==> config.mk <==
export PLATFORM = sky130hd
export DESIGN_NAME = audio_gain_stage_flat
export DESIGN_NICKNAME = d
export VERILOG_FILES = /design/src/rtl/audio_pkg.sv /design/src/rtl/audio_gain_stage_if.sv /design/src/rtl/audio_gain_ramp.sv /design/src/rtl/audio_gain_stage.sv /design/src/flat_wrapper.sv
export SDC_FILE = /design/constraint.sdc
export NUM_CORES = 1
export LEC_CHECK = 0
export CORE_MARGIN = 2
export CORE_UTILIZATION = 50
export CTS_CLUSTER_DIAMETER = 150
export DETAILED_ROUTE_END_ITERATION = 12
export PLACE_DENSITY_LB_ADDON = 0.08
export SYNTH_ARGS = -nofsm -noshare
export SYNTH_HDL_FRONTEND = slang
export SYNTH_HIERARCHICAL = 1
export SYNTH_SLANG_ARGS = --single-unit
==> constraint.sdc <==
create_clock -name CLOCK_50 -period 8.2 [get_ports CLOCK_50]
set_input_delay 2.05 -clock CLOCK_50 [delete_from_list [all_inputs] [get_ports CLOCK_50]]
set_output_delay 2.05 -clock CLOCK_50 [all_outputs]
set_load 0.005 [all_outputs]
==> src/rtl/audio_pkg.sv <==
// -----------------------------------------------------------------------------
// audio_pkg
// Shared definitions for the audio DSP blocks: default sample/gain widths,
// the gain-stage FSM state type and a round-and-saturate helper that turns a
// wide fixed-point product back into a sample.
// No ports (package).
// -----------------------------------------------------------------------------
package audio_pkg;

    localparam int DATA_W_DEF = 24;
    localparam int GAIN_W_DEF = 8;
    localparam int FRAC_W_DEF = 7;

    // Working width of the rounding helper; any product up to this width fits.
    localparam int ACC_W = 64;

    typedef enum logic [1:0] {
        IDLE = 2'd0,
        MUL  = 2'd1,
        OUT  = 2'd2
    } state_t;

    typedef struct packed {
        logic signed [ACC_W-1:0] value;   // rounded, saturated sample (sign-extended)
        logic                    clipped; // saturation occurred
    } sat_t;

    // Round half toward +inf by adding half an LSB and shifting arithmetically,
    // then clamp into a data_w-bit two's-complement range.
    function automatic sat_t round_sat(input logic signed [ACC_W-1:0] p,
                                       input int frac_w,
                                       input int data_w);
        logic signed [ACC_W-1:0] half;
        logic signed [ACC_W-1:0] r;
        logic signed [ACC_W-1:0] hi;
        logic signed [ACC_W-1:0] lo;
        sat_t                    res;
        half        = 64'sd1 <<< (frac_w - 1);
        r           = (p + half) >>> frac_w;
        hi          = (64'sd1 <<< (data_w - 1)) - 64'sd1;
        lo          = -hi - 64'sd1;
        res.value   = r;
        res.clipped = 1'b0;
        if (r > hi) begin
            res.value   = hi;
            res.clipped = 1'b1;
        end else if (r < lo) begin
            res.value   = lo;
            res.clipped = 1'b1;
        end
        return res;
    endfunction

endpackage

==> src/rtl/audio_gain_stage_if.sv <==
// -----------------------------------------------------------------------------
// audio_gain_stage_if
// Valid/ready frame stream carrying one packed multi-channel frame.
//   valid  master->slave  frame present
//   ready  slave->master  frame accepted when valid & ready at a clock edge
//   data   master->slave  packed frame, W bits
// -----------------------------------------------------------------------------
interface audio_gain_stage_if #(
    parameter int W = 48
);
    logic         valid;
    logic         ready;
    logic [W-1:0] data;

    modport master (output valid, output data, input ready);
    modport slave  (input valid, input data, output ready);
endinterface

==> src/rtl/audio_gain_ramp.sv <==
// -----------------------------------------------------------------------------
// audio_gain_ramp
// Holds the gain target, applies mute, and walks the current gain toward the
// effective target by at most RAMP_STEP each time step_en is pulsed.
//   clk, reset   clock, asynchronous active-high reset
//   step_en      advance the current gain by one ramp step
//   load         latch target into the target register
//   target       requested gain
//   mute         force the effective target to zero while high
//   gain_current gain to apply to the next accepted frame
// -----------------------------------------------------------------------------
module audio_gain_ramp
    import audio_pkg::*;
#(
    parameter int GAIN_W    = GAIN_W_DEF,
    parameter int FRAC_W    = FRAC_W_DEF,
    parameter int RAMP_STEP = 1
) (
    input  logic              clk,
    input  logic              reset,
    input  logic              step_en,
    input  logic              load,
    input  logic [GAIN_W-1:0] target,
    input  logic              mute,
    output logic [GAIN_W-1:0] gain_current
);

    localparam logic [GAIN_W-1:0] UNITY = GAIN_W'(1) << FRAC_W;
    localparam logic [GAIN_W-1:0] STEP  = GAIN_W'(RAMP_STEP);

    logic [GAIN_W-1:0] target_q, target_d;
    logic [GAIN_W-1:0] cur_q, cur_d;
    logic [GAIN_W-1:0] eff;

    // The step reads target_q, so a load on the step cycle only affects later steps.
    assign eff = mute ? '0 : target_q;

    always_comb begin
        target_d = load ? target : target_q;
        cur_d    = cur_q;
        if (step_en) begin
            if (cur_q < eff) begin
                cur_d = (eff - cur_q > STEP) ? cur_q + STEP : eff;
            end else if (cur_q > eff) begin
                cur_d = (cur_q - eff > STEP) ? cur_q - STEP : eff;
            end
        end
    end

    // NOTE: state registers update with non-blocking assignments so every flop
    // samples the pre-edge values regardless of process ordering.
    always_ff @(posedge clk or posedge reset) begin
        if (reset) begin
            target_q <= UNITY;
            cur_q    <= UNITY;
        end else begin
            target_q <= target_d;
            cur_q    <= cur_d;
        end
    end

    assign gain_current = cur_q;

endmodule

==> src/rtl/audio_gain_stage.sv <==
// -----------------------------------------------------------------------------
// audio_gain_stage
// Multiplies every channel of a frame by a shared, smoothly ramped fixed-point
// gain using one multiplier time-shared across channels, then rounds and
// saturates. Sticky per-channel clip flags report saturation.
//   CLOCK_50      clock, rising edge
//   reset         asynchronous active-high reset
//   gain_target   requested gain, latched on gain_load
//   gain_load     one-cycle target strobe
//   mute          level; effective target is 0 while high
//   clip_clr      clears all clip flags (a same-cycle new clip wins)
//   in_if         slave stream, NCH*DATA_W packed input frame
//   out_if        master stream, NCH*DATA_W registered output frame
//   gain_current  gain applied to the next accepted frame
//   clip          sticky per-channel saturation flags
// -----------------------------------------------------------------------------
module audio_gain_stage
    import audio_pkg::*;
#(
    parameter int DATA_W    = DATA_W_DEF,
    parameter int NCH       = 2,
    parameter int GAIN_W    = GAIN_W_DEF,
    parameter int FRAC_W    = FRAC_W_DEF,
    parameter int RAMP_STEP = 1
) (
    input  logic                CLOCK_50,
    input  logic                reset,
    input  logic [GAIN_W-1:0]   gain_target,
    input  logic                gain_load,
    input  logic                mute,
    input  logic                clip_clr,
    audio_gain_stage_if.slave   in_if,
    audio_gain_stage_if.master  out_if,
    output logic [GAIN_W-1:0]   gain_current,
    output logic [NCH-1:0]      clip
);

    localparam int CH_W    = (NCH > 1) ? $clog2(NCH) : 1;
    localparam int PROD_W  = DATA_W + GAIN_W + 1;
    localparam int FRAME_W = NCH * DATA_W;
    localparam logic [GAIN_W-1:0] UNITY = GAIN_W'(1) << FRAC_W;

    state_t              state_q, state_d;
    logic [CH_W-1:0]     ch_q, ch_d;
    logic [FRAME_W-1:0]  frame_q, frame_d;
    logic [GAIN_W-1:0]   gain_frame_q, gain_frame_d;
    logic [FRAME_W-1:0]  out_data_q, out_data_d;
    logic [NCH-1:0]      clip_q, clip_d;

    logic signed [DATA_W-1:0] sample;
    logic signed [GAIN_W:0]   gain_s;
    logic signed [PROD_W-1:0] product;
    sat_t                     sat;
    logic                     step_en;

    // Single multiplier: the channel selected by ch_q times the frame gain,
    // treated as a non-negative signed operand.
    assign sample  = frame_q[ch_q*DATA_W +: DATA_W];
    assign gain_s  = {1'b0, gain_frame_q};
    assign product = PROD_W'(sample) * PROD_W'(gain_s);
    assign sat     = round_sat(ACC_W'(product), FRAC_W, DATA_W);

    // The ramp only advances when a finished frame leaves the block.
    assign step_en = (state_q == OUT) && out_if.ready;

    audio_gain_ramp #(
        .GAIN_W    (GAIN_W),
        .FRAC_W    (FRAC_W),
        .RAMP_STEP (RAMP_STEP)
    ) u_ramp (
        .clk          (CLOCK_50),
        .reset        (reset),
        .step_en      (step_en),
        .load         (gain_load),
        .target       (gain_target),
        .mute         (mute),
        .gain_current (gain_current)
    );

    // NOTE: every combinational output takes its hold value first, so no path
    // through the case leaves a signal unassigned and no latch is inferred.
    always_comb begin
        state_d      = state_q;
        ch_d         = ch_q;
        frame_d      = frame_q;
        gain_frame_d = gain_frame_q;
        out_data_d   = out_data_q;
        clip_d       = clip_q;
        if (clip_clr) begin
            clip_d = '0;
        end
        case (state_q)
            IDLE: begin
                if (in_if.valid) begin
                    frame_d      = in_if.data;
                    gain_frame_d = gain_current;
                    ch_d         = '0;
                    state_d      = MUL;
                end
            end
            MUL: begin
                out_data_d[ch_q*DATA_W +: DATA_W] = DATA_W'(sat.value);
                if (sat.clipped) begin
                    clip_d[ch_q] = 1'b1;
                end
                if (ch_q == CH_W'(NCH - 1)) begin
                    state_d = OUT;
                end else begin
                    ch_d = ch_q + CH_W'(1);
                end
            end
            OUT: begin
                if (out_if.ready) begin
                    state_d = IDLE;
                end
            end
            default: state_d = IDLE;
        endcase
    end

    // NOTE: the frame buffer is only a few flops, so it is reset along with the
    // control state; an in-flight frame is discarded cleanly on reset.
    always_ff @(posedge CLOCK_50 or posedge reset) begin
        if (reset) begin
            state_q      <= IDLE;
            ch_q         <= '0;
            frame_q      <= '0;
            gain_frame_q <= UNITY;
            out_data_q   <= '0;
            clip_q       <= '0;
        end else begin
            state_q      <= state_d;
            ch_q         <= ch_d;
            frame_q      <= frame_d;
            gain_frame_q <= gain_frame_d;
            out_data_q   <= out_data_d;
            clip_q       <= clip_d;
        end
    end

    assign in_if.ready  = (state_q == IDLE) && !reset;
    assign out_if.valid = (state_q == OUT);
    assign out_if.data  = out_data_q;
    assign clip         = clip_q;

endmodule

==> src/flat_wrapper.sv <==
// flat-port wrapper written by rule: the top's interface ports become plain ports
module audio_gain_stage_flat import audio_pkg::*;
#(
    parameter int DATA_W    = DATA_W_DEF,
    parameter int NCH       = 2,
    parameter int GAIN_W    = GAIN_W_DEF,
    parameter int FRAC_W    = FRAC_W_DEF,
    parameter int RAMP_STEP = 1
)
  (CLOCK_50, reset, gain_target, gain_load, mute, clip_clr, gain_current, clip, in_if_valid, in_if_data, in_if_ready, out_if_valid, out_if_data, out_if_ready);
  audio_gain_stage_if #(.W((NCH * DATA_W))) in_if_i ();
  audio_gain_stage_if #(.W((NCH * DATA_W))) out_if_i ();
  input  logic CLOCK_50;
  input  logic reset;
  input  logic [GAIN_W-1:0] gain_target;
  input  logic gain_load;
  input  logic mute;
  input  logic clip_clr;
  output logic [GAIN_W-1:0] gain_current;
  output logic [NCH-1:0] clip;
  input wire logic [$bits(in_if_i.valid)-1:0] in_if_valid;
  input wire logic [$bits(in_if_i.data)-1:0] in_if_data;
  output wire logic [$bits(in_if_i.ready)-1:0] in_if_ready;
  output wire logic [$bits(out_if_i.valid)-1:0] out_if_valid;
  output wire logic [$bits(out_if_i.data)-1:0] out_if_data;
  input wire logic [$bits(out_if_i.ready)-1:0] out_if_ready;
  assign in_if_i.valid = in_if_valid;
  assign in_if_i.data = in_if_data;
  assign in_if_ready = in_if_i.ready;
  assign out_if_valid = out_if_i.valid;
  assign out_if_data = out_if_i.data;
  assign out_if_i.ready = out_if_ready;
  audio_gain_stage #(.DATA_W(DATA_W), .NCH(NCH), .GAIN_W(GAIN_W), .FRAC_W(FRAC_W), .RAMP_STEP(RAMP_STEP)) u_core (.CLOCK_50(CLOCK_50), .reset(reset), .gain_target(gain_target), .gain_load(gain_load), .mute(mute), .clip_clr(clip_clr), .in_if(in_if_i), .out_if(out_if_i), .gain_current(gain_current), .clip(clip));
endmodule
==> flow_summary.yaml <==
worst_setup_path:
  critPathLaunchType: "flip-flop"
  endpoint_kind: "flip-flop"
  critPathKind: "reg2reg"
  reg2reg_slack_ns: 1.06
  cp_max_fo: 23
  crit_path_top_delay_cell: "dfrtp_1"
  r2r-end: "u_core/out_if.data[36]"
  cp.arrival_ns: 7.49
  crit_top_cell: "fa_1"
  rr_worst_depth: 20
  crit_chain: "buf_12, mux2_2, and2_1, fa_1, fa_1, inv_1, fa_1, inv_1, fa_1, ha_1, ha_1, nand3_1, nor3b_1, inv_1, a211oi_2, o41ai_2, xnor2_2, a31o_2, nand3_1, a21oi_1"
  critPathMaxStageDelay_ns: 0.72
  r2r-start: "u_core/ch_q"
  cp_data_required_time_ns: 8.55
  critPathTopFamily: "adder cells"
  critical_path_buf_inv_count: 4
hold_path:
  min_path_type: "reg2reg"
  whs_path_depth: 1
  hold-path-endpoint: "u_core/frame_q[40]"
  hold_start: "u_core/frame_q[40]"
finish:
  final_nets: 1782
  fin_cells: 1806
  regArea_um2: 3130
  drive_gt1_frac: 0.122
  multi_input_area_um2: 9230
  antenna_cells: 0
  area_growth_pct: 15.3
  fillerInstances: 2301
sta:
  finClkSkew_ns: 0.0150
  post-route-period-util: 0.870
  setup-tns-final_ns: 0
  final.min_clock_period_ns: 7.14
  slew_headroom: 0.206
  max_clock_freq_ghz: 0.140
  timing.final.max_slew_violations: 0
  hold_violations: 0
  hold_ws_ns: 0.502
  fin_ws_ns: 1.06
  rsz0062_at_grt: "no"
  tightest_slew_ns: 1.18
  finalSetupViolCount: 0
clocking:
  clk_pin_slew_worst_paths_ns: 0.06
  htree_levels: 4
  insertion_delay_ns: 0.44
  cts_tree: "yes"
  cts_buffers: 17
  cts.path.max_buffers: 2
  cts_root_buf: "clkbuf_16"
  cts_setup_buffers: 0
  ctsHoldBuffers: 0
  cts.repair.resized: 0
  cts.sinks: 125
place:
  pre_cts_slack_ns: 1.14
  dp_cells: 1774
  dp_hpwl_um: 25000
  io_buffers: 122
  routabilityCongestion: 0.860
logic_synthesis:
  synth_cell_types: 86
  ys.warnings.count: 6
  synthCells: 1356
  synth_top_area_share: 0.233
  syn-mean-instance-area_um2: 9.77
  yosysSeqAreaShare: 0.236
  ys_ff_latch: 125
  synthArstFlopShare: 1.00
  synth_area_leaders: "fa_1 (23%), dfrtp_1 (23%), ha_1 (10%)"
  yosys_most_used_dff: "dfrtp_1"
  synth_edf_count: 0
  syn_nets: 1680
  synth.largest_area_cell: "fa_1"
  synth_area_um2: 13300
global_routing:
  grt_pass1_vias: 10300
  grt_overflow_total: 0
  grt_max_degree: 59
  grt_first_pass_wirelength_um: 54000
  grt_util_all_layers: 0.242
  grt_antenna_before_repair: 0
die:
  fp.dieW_um: 167
  ios: 123
  core_region_area_um2: 26100
  rows: 59
  fp.dieH_um: 167
  start_util: 0.509
  dieArea_um2: 27800
detailed_routing:
  drt_iter0_drc: 518
  postRouteWirelength_um: 32600
  first_pass_iters: 5
  ant_nets: 0
  post-route-drc-count: 0
  vias: 9872
  wl_per_cell_um: 18.1
  vias_per_cell: 5.47
job:
  drv_cap: 0
outcome:
  outcome: "finished, final reports clean"
-- state kept, by name (all words and copies together) (netlist names) --
| name | flops |
|---|---|
| u_core/ch_q | 1 |
| u_core/clip | 2 |
| u_core/frame_q | 48 |
| u_core/gain_frame_q | 8 |
| u_core/out_if.data | 48 |
| u_core/state_q | 2 |
| u_core/u_ramp/gain_current | 8 |
| u_core/u_ramp/target_q | 8 |
-- stage by stage --
stage          cell area [µm²]  utilization
2_1_floorplan            13300            -
3_3_place_gp             14700        0.565
3_5_place_dp             14700        0.565
4_1_cts                  15300        0.587
5_1_grt                  15300        0.587
6_report                 15300        0.587
-- kinds of logic after synthesis --
family,count (synthesis),share of synthesized area
AO/OA/AOI/OAI,216,0.110
XOR/XNOR,32,0.0217
adder cells (fa/ha/maj),261,0.334
buffers and inverters,214,0.0673
flip-flops,125,0.236
multiplexers,90,0.0762
AND/OR/NAND/NOR,418,0.155
-- synth_stat cells, drive strengths merged, types with 2 or more instances --
master,count
o221ai,5
nor3,10
o41ai,3
or2,5
and3,5
nand3,20
a21o,7
clkbuf,36
ha,107
and2,80
nor4,6
nand2b,22
a21oi,103
fa,154
dfstp,3
dfrtp,122
o211ai,3
nand2,161
mux2,87
or3,6
a21boi,2
nor3b,3
xor2,8
mux2i,3
o21ai,42
o22ai,7
o21bai,4
a2111oi,4
buf,13
o31ai,4
nor2b,10
a211oi,7
nor2,75
xnor2,24
a221oi,2
nand4,9
o21a,7
o22a,2
o32ai,2
inv,164
-- how the worst max path moves through the flow --
stage               cells after the start                     end        start
floorplan                              22  u_core/out_if.data[15]  u_core/ch_q
global placement                       20  u_core/out_if.data[36]  u_core/ch_q
detailed placement                     20  u_core/out_if.data[36]  u_core/ch_q
CTS                                    20  u_core/out_if.data[36]  u_core/ch_q
global route                           20  u_core/out_if.data[20]  u_core/ch_q
finish                                 20  u_core/out_if.data[36]  u_core/ch_q
-- layout by cell type (no fill, tap or decap), types with 7 or more instances in the layout --
cell,Yosys,routed
nand2_1,161,161
a21oi_2,13,13
nor2_1,73,73
o21a_1,7,7
ha_1,107,107
a21o_1,7,7
and2_1,80,80
nor3_1,10,9
mux2_2,86,86
clkdlybuf4s50_1,0,122
o21ai_0,26,26
nand4_1,9,9
buf_4,2,10
dfrtp_1,122,122
o22ai_1,7,7
xnor2_1,23,23
xor2_1,8,8
fa_1,154,154
nor2b_1,10,10
inv_6,0,7
nand3_1,19,19
o21ai_1,14,14
nand2b_1,22,22
inv_1,163,162
a21oi_1,88,88
clkbuf_16,0,17
-- metal layers --
metal / vias up / global-route usage / share of wire
met5: - / 0 / 0
met4: 0 / 0.0577 / 0.016
met3: 36 / 0.0321 / 0.025
met2: 134 / 0.422 / 0.52
met1: 5042 / 0.322 / 0.44
li1: 4660 / - / -
-- final cells by class --
class / instances / area share
Clock buffer: 17 / 0.0278
Clock inverter: 15 / 0.00925
Inverter: 164 / 0.0404
Multi-Input combinational cell: 1017 / 0.604
Sequential cell: 125 / 0.205
Tap cell: 335 / 0.0274
Timing Repair Buffer: 133 / 0.0861
Power is not shown: default switching activity piles up to over one toggle a cycle in this logic, so the estimate is an artifact.
